--- config.mk ---
export PLATFORM = sky130hd
export DESIGN_NAME = rank_classifier
export DESIGN_NICKNAME = d
export VERILOG_FILES = /design/src/rtl/rank_classifier.sv
export SDC_FILE = /design/constraint.sdc
export NUM_CORES = 1
export LEC_CHECK = 0
export BUFFER_PORTS_ARGS = -buffer_cell sky130_fd_sc_hd__buf_4
export CAP_MARGIN = 20
export CORE_MARGIN = 5
export CORE_UTILIZATION = 54
export CTS_CLUSTER_SIZE = 28
export DETAILED_ROUTE_END_ITERATION = 7
export PLACE_DENSITY = 0.8
export SETUP_SLACK_MARGIN = 0.15
export SLEW_MARGIN = 10
export SYNTH_ARGS = -nofsm -noshare
export SYNTH_HDL_FRONTEND = slang
export SYNTH_SLANG_ARGS = --single-unit
--- constraint.sdc ---
create_clock -name clk -period 4.4 [get_ports clk]
set_input_delay 0.66 -clock clk [delete_from_list [all_inputs] [get_ports clk]]
set_output_delay 0.66 -clock clk [all_outputs]
set_load 0.005 [all_outputs]
--- src/rtl/rank_classifier.sv ---
// Collects one mismatch score per rank, then scans them one per clock to find the best and runner-up.
// Result pulses NUM_RANKS edges after the final score lands; no backpressure. RANK_CLASSIFIER_MARGIN_EN enables the margin flag.
module rank_classifier #(
  parameter int NUM_RANKS  = 13,
  parameter int SCORE_W    = 11,
  parameter int MIN_MARGIN = 32
) (
  input  logic                         clk,
  input  logic                         rst,
  input  logic                         frame_start,
  input  logic [NUM_RANKS*SCORE_W-1:0] score_in,
  input  logic [NUM_RANKS-1:0]         score_valid,
  output logic                         busy,
  output logic [3:0]                   rank_out,
  output logic [SCORE_W-1:0]           best_score,
  output logic [SCORE_W-1:0]           runner_up_score,
  output logic                         result_valid,
  output logic                         confident
);

  localparam int IDX_W = $clog2(NUM_RANKS);
  localparam logic [IDX_W-1:0] LAST_IDX = IDX_W'(NUM_RANKS - 1);
  localparam logic [0:0] ST_COLLECT = 1'b0;
  localparam logic [0:0] ST_SCAN    = 1'b1;

`ifdef RANK_CLASSIFIER_MARGIN_EN
  localparam bit MARGIN_EN = 1'b1;
`else
  localparam bit MARGIN_EN = 1'b0;
`endif
  localparam logic [SCORE_W-1:0] MARGIN_THR = SCORE_W'(MIN_MARGIN);

  logic [0:0]           state_q, state_d;
  logic [NUM_RANKS-1:0] got_q, got_d;
  logic [IDX_W-1:0]     idx_q, idx_d;
  logic [SCORE_W-1:0]   best_q, best_d;
  logic [SCORE_W-1:0]   runner_q, runner_d;
  logic [IDX_W-1:0]     best_idx_q, best_idx_d;
  logic [SCORE_W-1:0]   store_q [NUM_RANKS];
  logic [SCORE_W-1:0]   store_d [NUM_RANKS];

  logic [3:0]           rank_out_q, rank_out_d;
  logic [SCORE_W-1:0]   best_score_q, best_score_d;
  logic [SCORE_W-1:0]   runner_up_q, runner_up_d;
  logic                 result_valid_q, result_valid_d;
  logic                 confident_q, confident_d;

  logic [SCORE_W-1:0]   scan_s;
  logic [SCORE_W-1:0]   best_nx, runner_nx, margin;
  logic [IDX_W-1:0]     best_idx_nx;
  logic [NUM_RANKS-1:0] got_base;

  // Running min / second-min update for the entry under the scan pointer.
  always_comb begin
    scan_s      = store_q[idx_q];
    best_nx     = best_q;
    runner_nx   = runner_q;
    best_idx_nx = best_idx_q;
    if (scan_s < best_q) begin
      runner_nx   = best_q;
      best_nx     = scan_s;
      best_idx_nx = idx_q;
    end else if (scan_s < runner_q) begin
      runner_nx = scan_s;
    end
    margin = runner_nx - best_nx;
  end

  always_comb begin
    state_d        = state_q;
    got_d          = got_q;
    idx_d          = idx_q;
    best_d         = best_q;
    runner_d       = runner_q;
    best_idx_d     = best_idx_q;
    store_d        = store_q;
    rank_out_d     = rank_out_q;
    best_score_d   = best_score_q;
    runner_up_d    = runner_up_q;
    confident_d    = confident_q;
    result_valid_d = 1'b0;
    got_base       = '0;

    if (state_q == ST_SCAN && !frame_start) begin
      idx_d      = idx_q + 1'b1;
      best_d     = best_nx;
      runner_d   = runner_nx;
      best_idx_d = best_idx_nx;
      if (idx_q == LAST_IDX) begin
        rank_out_d     = 4'(best_idx_nx) + 4'd1;
        best_score_d   = best_nx;
        runner_up_d    = runner_nx;
        confident_d    = !MARGIN_EN || (margin >= MARGIN_THR);
        result_valid_d = 1'b1;
        got_d          = '0;
        state_d        = ST_COLLECT;
      end
    end else begin
      // frame_start clears first so same-edge strobes belong to the new frame.
      got_base = frame_start ? '0 : got_q;
      for (int i = 0; i < NUM_RANKS; i++) begin
        if (score_valid[i]) begin
          store_d[i]  = score_in[i*SCORE_W +: SCORE_W];
          got_base[i] = 1'b1;
        end
      end
      got_d      = got_base;
      state_d    = (&got_base) ? ST_SCAN : ST_COLLECT;
      idx_d      = '0;
      best_d     = '1;
      runner_d   = '1;
      best_idx_d = '0;
    end
  end

  always_ff @(posedge clk) begin
    if (rst) begin
      state_q        <= ST_COLLECT;
      got_q          <= '0;
      idx_q          <= '0;
      best_q         <= '0;
      runner_q       <= '0;
      best_idx_q     <= '0;
      rank_out_q     <= '0;
      best_score_q   <= '0;
      runner_up_q    <= '0;
      result_valid_q <= 1'b0;
      confident_q    <= 1'b0;
    end else begin
      state_q        <= state_d;
      got_q          <= got_d;
      idx_q          <= idx_d;
      best_q         <= best_d;
      runner_q       <= runner_d;
      best_idx_q     <= best_idx_d;
      rank_out_q     <= rank_out_d;
      best_score_q   <= best_score_d;
      runner_up_q    <= runner_up_d;
      result_valid_q <= result_valid_d;
      confident_q    <= confident_d;
    end
  end

  always_ff @(posedge clk) begin
    store_q <= store_d;
  end

  assign busy            = (state_q == ST_SCAN);
  assign rank_out        = rank_out_q;
  assign best_score      = best_score_q;
  assign runner_up_score = runner_up_q;
  assign result_valid    = result_valid_q;
  assign confident       = confident_q;

endmodule
==> flow_metrics.env, run 1 <==
export IMPL_placement_cell_area_um2=10480
export IMPL_min_path_type="primary input to flip-flop"
export IMPL_tightest_slew_ps=1050
export IMPL_multiInputGateArea_um2=2854
export IMPL_overflow=0
export IMPL_cp_arrival_ps=4300
export IMPL_worst_skew_pair_late_latency_ps=510
export IMPL_synth_adder_area_share_pct=3.103
export IMPL_ys_seq_area_share_pct=64.65
export IMPL_drive_gt1_share_pct=32.19
export IMPL_area_growth_pct=26.16
export IMPL_run_status="finished clean"
export IMPL_drt_wl_total_mm=24.78
export IMPL_antenna_found_initial=0
export IMPL_yosysTopAreaCell="edfxtp_1"
export IMPL_initial_core_util_pct=55.45
export IMPL_max_cap_violations=0
export IMPL_portBuffers=187
export IMPL_fp_coreArea_um2=16000
export IMPL_hold_buffers=0
export IMPL_fmax_ghz=0.2539
export IMPL_grt_setup_unrepaired="false"
export IMPL_synth_mux_area_share_pct=9.674
export IMPL_synth_edf_count=143
export IMPL_grt_pass1_wl_mm=37.78
export IMPL_crit_fanout=19
export IMPL_grt_pass1_vias=6697
export IMPL_cts_resized=0
export IMPL_cts_buffers=22
export IMPL_skew_ps=20.28
export IMPL_die_w_um=138.2
export IMPL_powerDensity_nw_per_um2=407.5
export IMPL_dr_pass1_iters=7
export IMPL_fill_cells=1145
export IMPL_die_area_um2=19090
export IMPL_ys_seq_elements=215
export IMPL_wl_per_cell_um=23.36
export IMPL_postSynthAreaPerCell_um2=13.76
export IMPL_synth_top_family_by_area="compound AO/OA/AOI/OAI gates"
export IMPL_grt_max_degree=55
export IMPL_clockRootBuffer="clkbuf_16"
export IMPL_vdd_drop_max_uv=322.4
export IMPL_cts_tree="yes"
export IMPL_critPathLaunchType="flip-flop"
export IMPL_synth_ff_type="edfxtp_1"
export IMPL_drv_slew=0
export IMPL_ys_top_cells_by_area="edfxtp_1 48%, dfxtp_1 16%, mux4_2 7.9%"
export IMPL_cts_buffer_depth=3
export IMPL_synthCells=645
export IMPL_synthesis_nets=826
export IMPL_htree_levels=1
export IMPL_leakagePower_uw=0.004311
export IMPL_utilization_pct=69.96
export IMPL_drc=0
export IMPL_grtUsageTotal_pct=25.18
export IMPL_synth_cell_types=52
export IMPL_post_cts_buffers=0
export IMPL_layout_worst_path_cycle_share_pct=89.51
export IMPL_clkTransAtPathRegs_ps=60
export IMPL_cp_end_kind="flip-flop"
export IMPL_dp_final_hpwl_mm=18.64
export IMPL_synth_xor_area_share_pct=0.5923
export IMPL_synthArstFlopShare_pct=0
export IMPL_synth_compound_gate_area_share_pct=11.56
export IMPL_cp_required_ps=4760
export IMPL_synth_top_area_share_pct=48.40
export IMPL_stdcell_area_um2=11190
export IMPL_synth_simple_area_share_pct=7.206
export IMPL_via_count=6368
export IMPL_seq_area_um2=5743
export IMPL_tns_ps=0
export IMPL_yosys_warnings=0
export IMPL_syn_cell_area_um2=8872
export IMPL_slew_headroom_pct=29.05
export IMPL_cts_sinks=215
export IMPL_io_pins=188
export IMPL_drtAntennaViolNets=0
export IMPL_rows=46
export IMPL_layout_min_cycle_time_ps=3938
export IMPL_die_h_um=138.2
export IMPL_setup_worst_path_class="flip-flop to flip-flop"
export IMPL_diodes=0
export IMPL_gp_congestion=0.9465
export IMPL_vias_per_cell=6.002
export IMPL_hold_viol=0
export IMPL_initialDrtViolationCount=443
export IMPL_setup_viol=0
export IMPL_nets=1010
metrics by stage:
stage,cells,total power [µW],hold slack (ps),setup slack (ps)
finish,1061,4562,321.4,461.5
global route,1061,4707,303.1,262.8
CTS,1061,4580,309.3,275.2
detailed placement,1021,2779,456.4,321.4
global placement,1021,2764,450.6,335.8
floorplan,645,2563,443.4,614.5
final cells by class:
cell class / count / share of cell area, %
timing repair buffer: 200 / 13.53
sequential: 215 / 51.31
tap: 216 / 2.414
clock inverter: 7 / 0.7042
multi-input combinational: 363 / 25.50
clock buffer: 33 / 5.645
inverter: 27 / 0.9054
flip-flops by register name, indices dropped and copies added, names as in the netlist:
name,cells
busy,1
runner_q,11
got_q,13
rank_out,4
store_q,143
best_idx_q,4
best_q,11
idx_q,4
confident,1
result_valid,1
runner_up_score,11
best_score,11
cells in the mapped netlist (7+ instances only):
cell / number
a211oi_1: 21
a21oi_1: 56
a221oi_1: 11
a22oi_1: 11
a31oi_1: 13
and2_1: 15
buf_2: 9
clkbuf_1: 24
dfxtp_1: 72
edfxtp_1: 143
ha_1: 22
inv_1: 27
mux2i_1: 16
mux4_2: 31
nand2_1: 29
nand3_1: 13
nor2_1: 47
o211ai_1: 7
o21ai_1: 11
where the power goes:
| part | internal [µW] | total (µW) | switching (µW) |
|---|---|---|---|
| Combinational | 192 | 404 | 212 |
| Clock | 1060 | 1820 | 760 |
| Sequential | 2290 | 2340 | 49.5 |
critical path, stage by stage (launching register included):
cell       delay [ps]
dfxtp_4           560
mux4_2            560
a221oi_1          430
a31oi_1           210
ha_1              390
a211oi_1          320
o2bb2ai_1         150
o22ai_1           230
buf_4             280
nand3_1           370
nor2_1            220
a211oi_1           80
metal layers:
metal | part of all wire (%) | GRT usage [%]
met1 | 38 | 31.76
met2 | 51 | 43.71
met3 | 7.1 | 4.793
met4 | 3.5 | 8.892
met5 | 0 | 0
final timing paths:
| path | startpoint | end | slack (ps) | cells after the start |
|---|---|---|---|---|
| setup / recovery | idx_q[0] | runner_q[4] | 460 | 11 |
| hold / removal | score_in[125] | store_q[15] | 320 | 1 |
| setup reg to reg | idx_q[0] | runner_q[4] | 460 | 11 |
| hold reg to reg | rank_out[0] | rank_out[0] | 460 | 2 |
cells in the final DEF (no fill, tap or decap), drive strengths merged, types with 2 or more instances in the layout:
| cell type | netlist | layout |
|---|---|---|
| buf | 16 | 200 |
| edfxtp | 143 | 143 |
| dfxtp | 72 | 72 |
| a21oi | 57 | 57 |
| nor2 | 47 | 47 |
| clkbuf | 24 | 33 |
| mux4 | 31 | 31 |
| nand2 | 29 | 29 |
| inv | 27 | 27 |
| ha | 22 | 22 |
| a211oi | 21 | 21 |
| mux2i | 16 | 16 |
| and2 | 15 | 15 |
| o21ai | 15 | 15 |
| a31oi | 13 | 13 |
| nand3 | 13 | 13 |
| a221oi | 11 | 11 |
| a22oi | 11 | 11 |
| o211ai | 7 | 7 |
| nand2b | 6 | 6 |
| xnor2 | 5 | 5 |
| o22ai | 5 | 5 |
| nand4 | 5 | 5 |
| o21a | 4 | 4 |
| nor3 | 4 | 4 |
| clkinv | 0 | 4 |
| o221ai | 3 | 3 |
| nor2b | 2 | 2 |
| and4 | 2 | 2 |
| o22a | 2 | 2 |
| and3 | 2 | 2 |
| clkinvlp | 0 | 2 |
| a32oi | 2 | 2 |
kinds of logic (layout without fill, tap and decap cells):
| group | after synthesis | count (layout) |
|---|---|---|
| adders and majority gates | 22 | 22 |
| muxes | 47 | 47 |
| DFF | 215 | 215 |
| xor gates and xnor gates | 6 | 6 |
| AOI/OAI and AO/OA | 157 | 157 |
| and+or+nand+nor | 131 | 131 |
| buffers and inverters | 67 | 267 |
Power figures use the tool's default switching activity.
==> run 2: changes to the inputs <==
==> constraint.sdc (replaced) <==
create_clock -name clk -period 4.4 [get_ports clk]
set_input_delay 0 -clock clk [delete_from_list [all_inputs] [get_ports clk]]
set_output_delay 0 -clock clk [all_outputs]
set_load 0.005 [all_outputs]
==> run 2 against run 1 <==
Sequential power about the same. Register-to-register slack worse by 50 ps. Worst hold slack worse by 140 ps. Sequential cell count unchanged. Non-clock buffer count increased by 149. Die area is the same. Final area grew 13%. Sequential share of layout area is 6.1 points lower. Combinational power up 33%. Highest routed layer unchanged.
==> flow_metrics.env, run 2 (synthesis gave the netlist of run 1 again) <==
export IMPL_dp_final_hpwl_mm=18.64
export IMPL_fp_coreArea_um2=16000
export IMPL_drtAntennaViolNets=0
export IMPL_worst_skew_pair_late_latency_ps=530
export IMPL_setup_viol=0
export IMPL_vias_per_cell=6.210
export IMPL_drt_wl_total_mm=31.09
export IMPL_rr_startpoint="idx_q[1]"
export IMPL_clockRootBuffer="clkbuf_16"
export IMPL_gp_congestion=0.9465
export IMPL_worst_r2r_path_depth=11
export IMPL_clkTransAtPathRegs_ps=70
export IMPL_wl_per_cell_um=25.69
export IMPL_min_to="store_q[142]"
export IMPL_die_area_um2=19090
export IMPL_via_count=7514
export IMPL_htree_levels=1
export IMPL_grt_setup_unrepaired="false"
export IMPL_leakagePower_uw=0.004943
export IMPL_regMostFlops="store_q"
export IMPL_run_status="finished clean"
export IMPL_grt_pass1_vias=7800
export IMPL_reg_top3="store_q x143, got_q x13"
export IMPL_cts_buffer_depth=3
export IMPL_largest_reg_flops=143
export IMPL_layout_worst_path_cycle_share_pct=90.60
export IMPL_area_growth_pct=43.15
export IMPL_stdcell_count=1210
export IMPL_rrSetupSlack_ps=410
export IMPL_overflow=0
export IMPL_place_ws_ps=321.4
export IMPL_grt_pass1_wl_mm=47.32
export IMPL_whs_path_depth=2
export IMPL_layout_setup_ws_ps=413.7
export IMPL_cp_end_kind="flip-flop"
export IMPL_skew_ps=36.11
export IMPL_critPathLaunchType="flip-flop"
export IMPL_die_w_um=138.2
export IMPL_antenna_found_initial=0
export IMPL_slew_headroom_pct=42.14
export IMPL_diodes=0
export IMPL_dr_pass1_iters=8
export IMPL_drv_slew=0
export IMPL_setup_worst_path_class="flip-flop to flip-flop"
export IMPL_tns_ps=0
export IMPL_portBuffers=187
export IMPL_layout_common_cells="200 x buf_4, 148 x dlygate4sd3_1, 143 x edfxtp_1"
export IMPL_initialDrtViolationCount=947
export IMPL_drc=0
export IMPL_max_cap_violations=0
export IMPL_nets=1159
export IMPL_dp_cells=1021
export IMPL_post_cts_buffers=0
export IMPL_slowest_delay_ps=600
export IMPL_cts_buffers=22
export IMPL_drive_gt1_share_pct=27.87
export IMPL_p_total_uw=4774
export IMPL_cts_sinks=215
export IMPL_tightest_slew_ps=864.8
export IMPL_die_h_um=138.2
export IMPL_r2r_end="best_score[8]"
export IMPL_grtUsageTotal_pct=31.96
export IMPL_fmax_ghz=0.2509
export IMPL_cp_required_ps=4800
export IMPL_initial_core_util_pct=55.45
export IMPL_grt_max_degree=55
export IMPL_powerDensity_nw_per_um2=375.9
export IMPL_io_pins=188
export IMPL_crit_start="idx_q[1]"
export IMPL_crit_fanout=25
export IMPL_hp_start="score_valid[0]"
export IMPL_fill_cells=864
export IMPL_hold_viol=0
export IMPL_cts_tree="yes"
export IMPL_layout_min_cycle_time_ps=3986
export IMPL_final_common_cell="buf_4"
export IMPL_cp_arrival_ps=4380
export IMPL_critPathSlowestCell="nor3_2"
export IMPL_rows=46
export IMPL_vdd_drop_max_uv=294.3
export IMPL_cp_cell_sequence="nor3_2 > a221oi_1 > a31oi_1 > ha_1 > o21ai_0 > o2bb2ai_1 > o22ai_1 > and2_1 > buf_4 > a21oi_1 > a211oi_1"
export IMPL_min_path_type="primary input to flip-flop"
run 2: cell types whose count changed in the layout (fill, tap and decap cells not counted), sizes merged:
cell and delta:
buf +1, dlygate4sd3 +148
run 2: how the worst max path moves through the flow:
stage          cells after the start  slack (ps)        endpoint
2_1_floorplan                     15         610     rank_out[3]
3_3_place_gp                      10         340     runner_q[0]
3_5_place_dp                      10         320     runner_q[7]
4_1_cts                           10         280     runner_q[7]
5_1_grt                           11         180  best_score[10]
6_report                          11         410   best_score[8]
run 2: power by group:
part / total, µW / switching [µW] / internal (µW) / leakage (µW)
Sequential: 2360 / 64.3 / 2290 / 0.00199
Combinational: 539 / 260 / 280 / 0.00261
Clock: 1880 / 820 / 1060 / 0.000339
run 2: metrics by stage:
step,util [%],hold WS (ps),cell area (µm²)
2_1_floorplan,-,98.87,8872
3_3_place_gp,65.47,178.3,10480
3_5_place_dp,65.47,179.5,10480
4_1_cts,79.17,190.3,12670
5_1_grt,79.38,188.1,12700
6_report,79.38,180.7,12700
run 2: final cells by class:
class	count	area (µm²)	share of cell area, %
timing repair buffer	349	3003	23.64
clock inverter	7	78.83	0.6206
tap	216	270.3	2.128
multi-input combinational	363	2873	22.62
clock buffer	33	631.9	4.975
inverter	27	101.3	0.7980
sequential	215	5743	45.22
run 2: worst max-delay path, delay by kind of cell (launching register included):
| kind | cells | cell delay, ps |
|---|---|---|
| buffers and inverters | 1 | 270 |
| AND/OR/NAND/NOR | 2 | 850 |
| adder cells (fa/ha/maj) | 1 | 350 |
| flip-flops | 1 | 480 |
| AO/OA/AOI/OAI | 7 | 1900 |
run 2: timing repair:
item	4_1_cts	5_1_grt
gates resized for setup	0	7
endpoints found under the setup margin	0	47
hold buffers	148	0
hold endpoints to repair	163	0
run 2: routing by layer:
layer / global-route usage (%) / wire length, µm / up-vias
met1: 36.92 / 10400 / 3573
met2: 55.45 / 15350 / 620
met5: 0 / 0 / -
li1: - / - / 3152
met4: 17.68 / 2380 / 0
met3: 6.966 / 2954 / 169
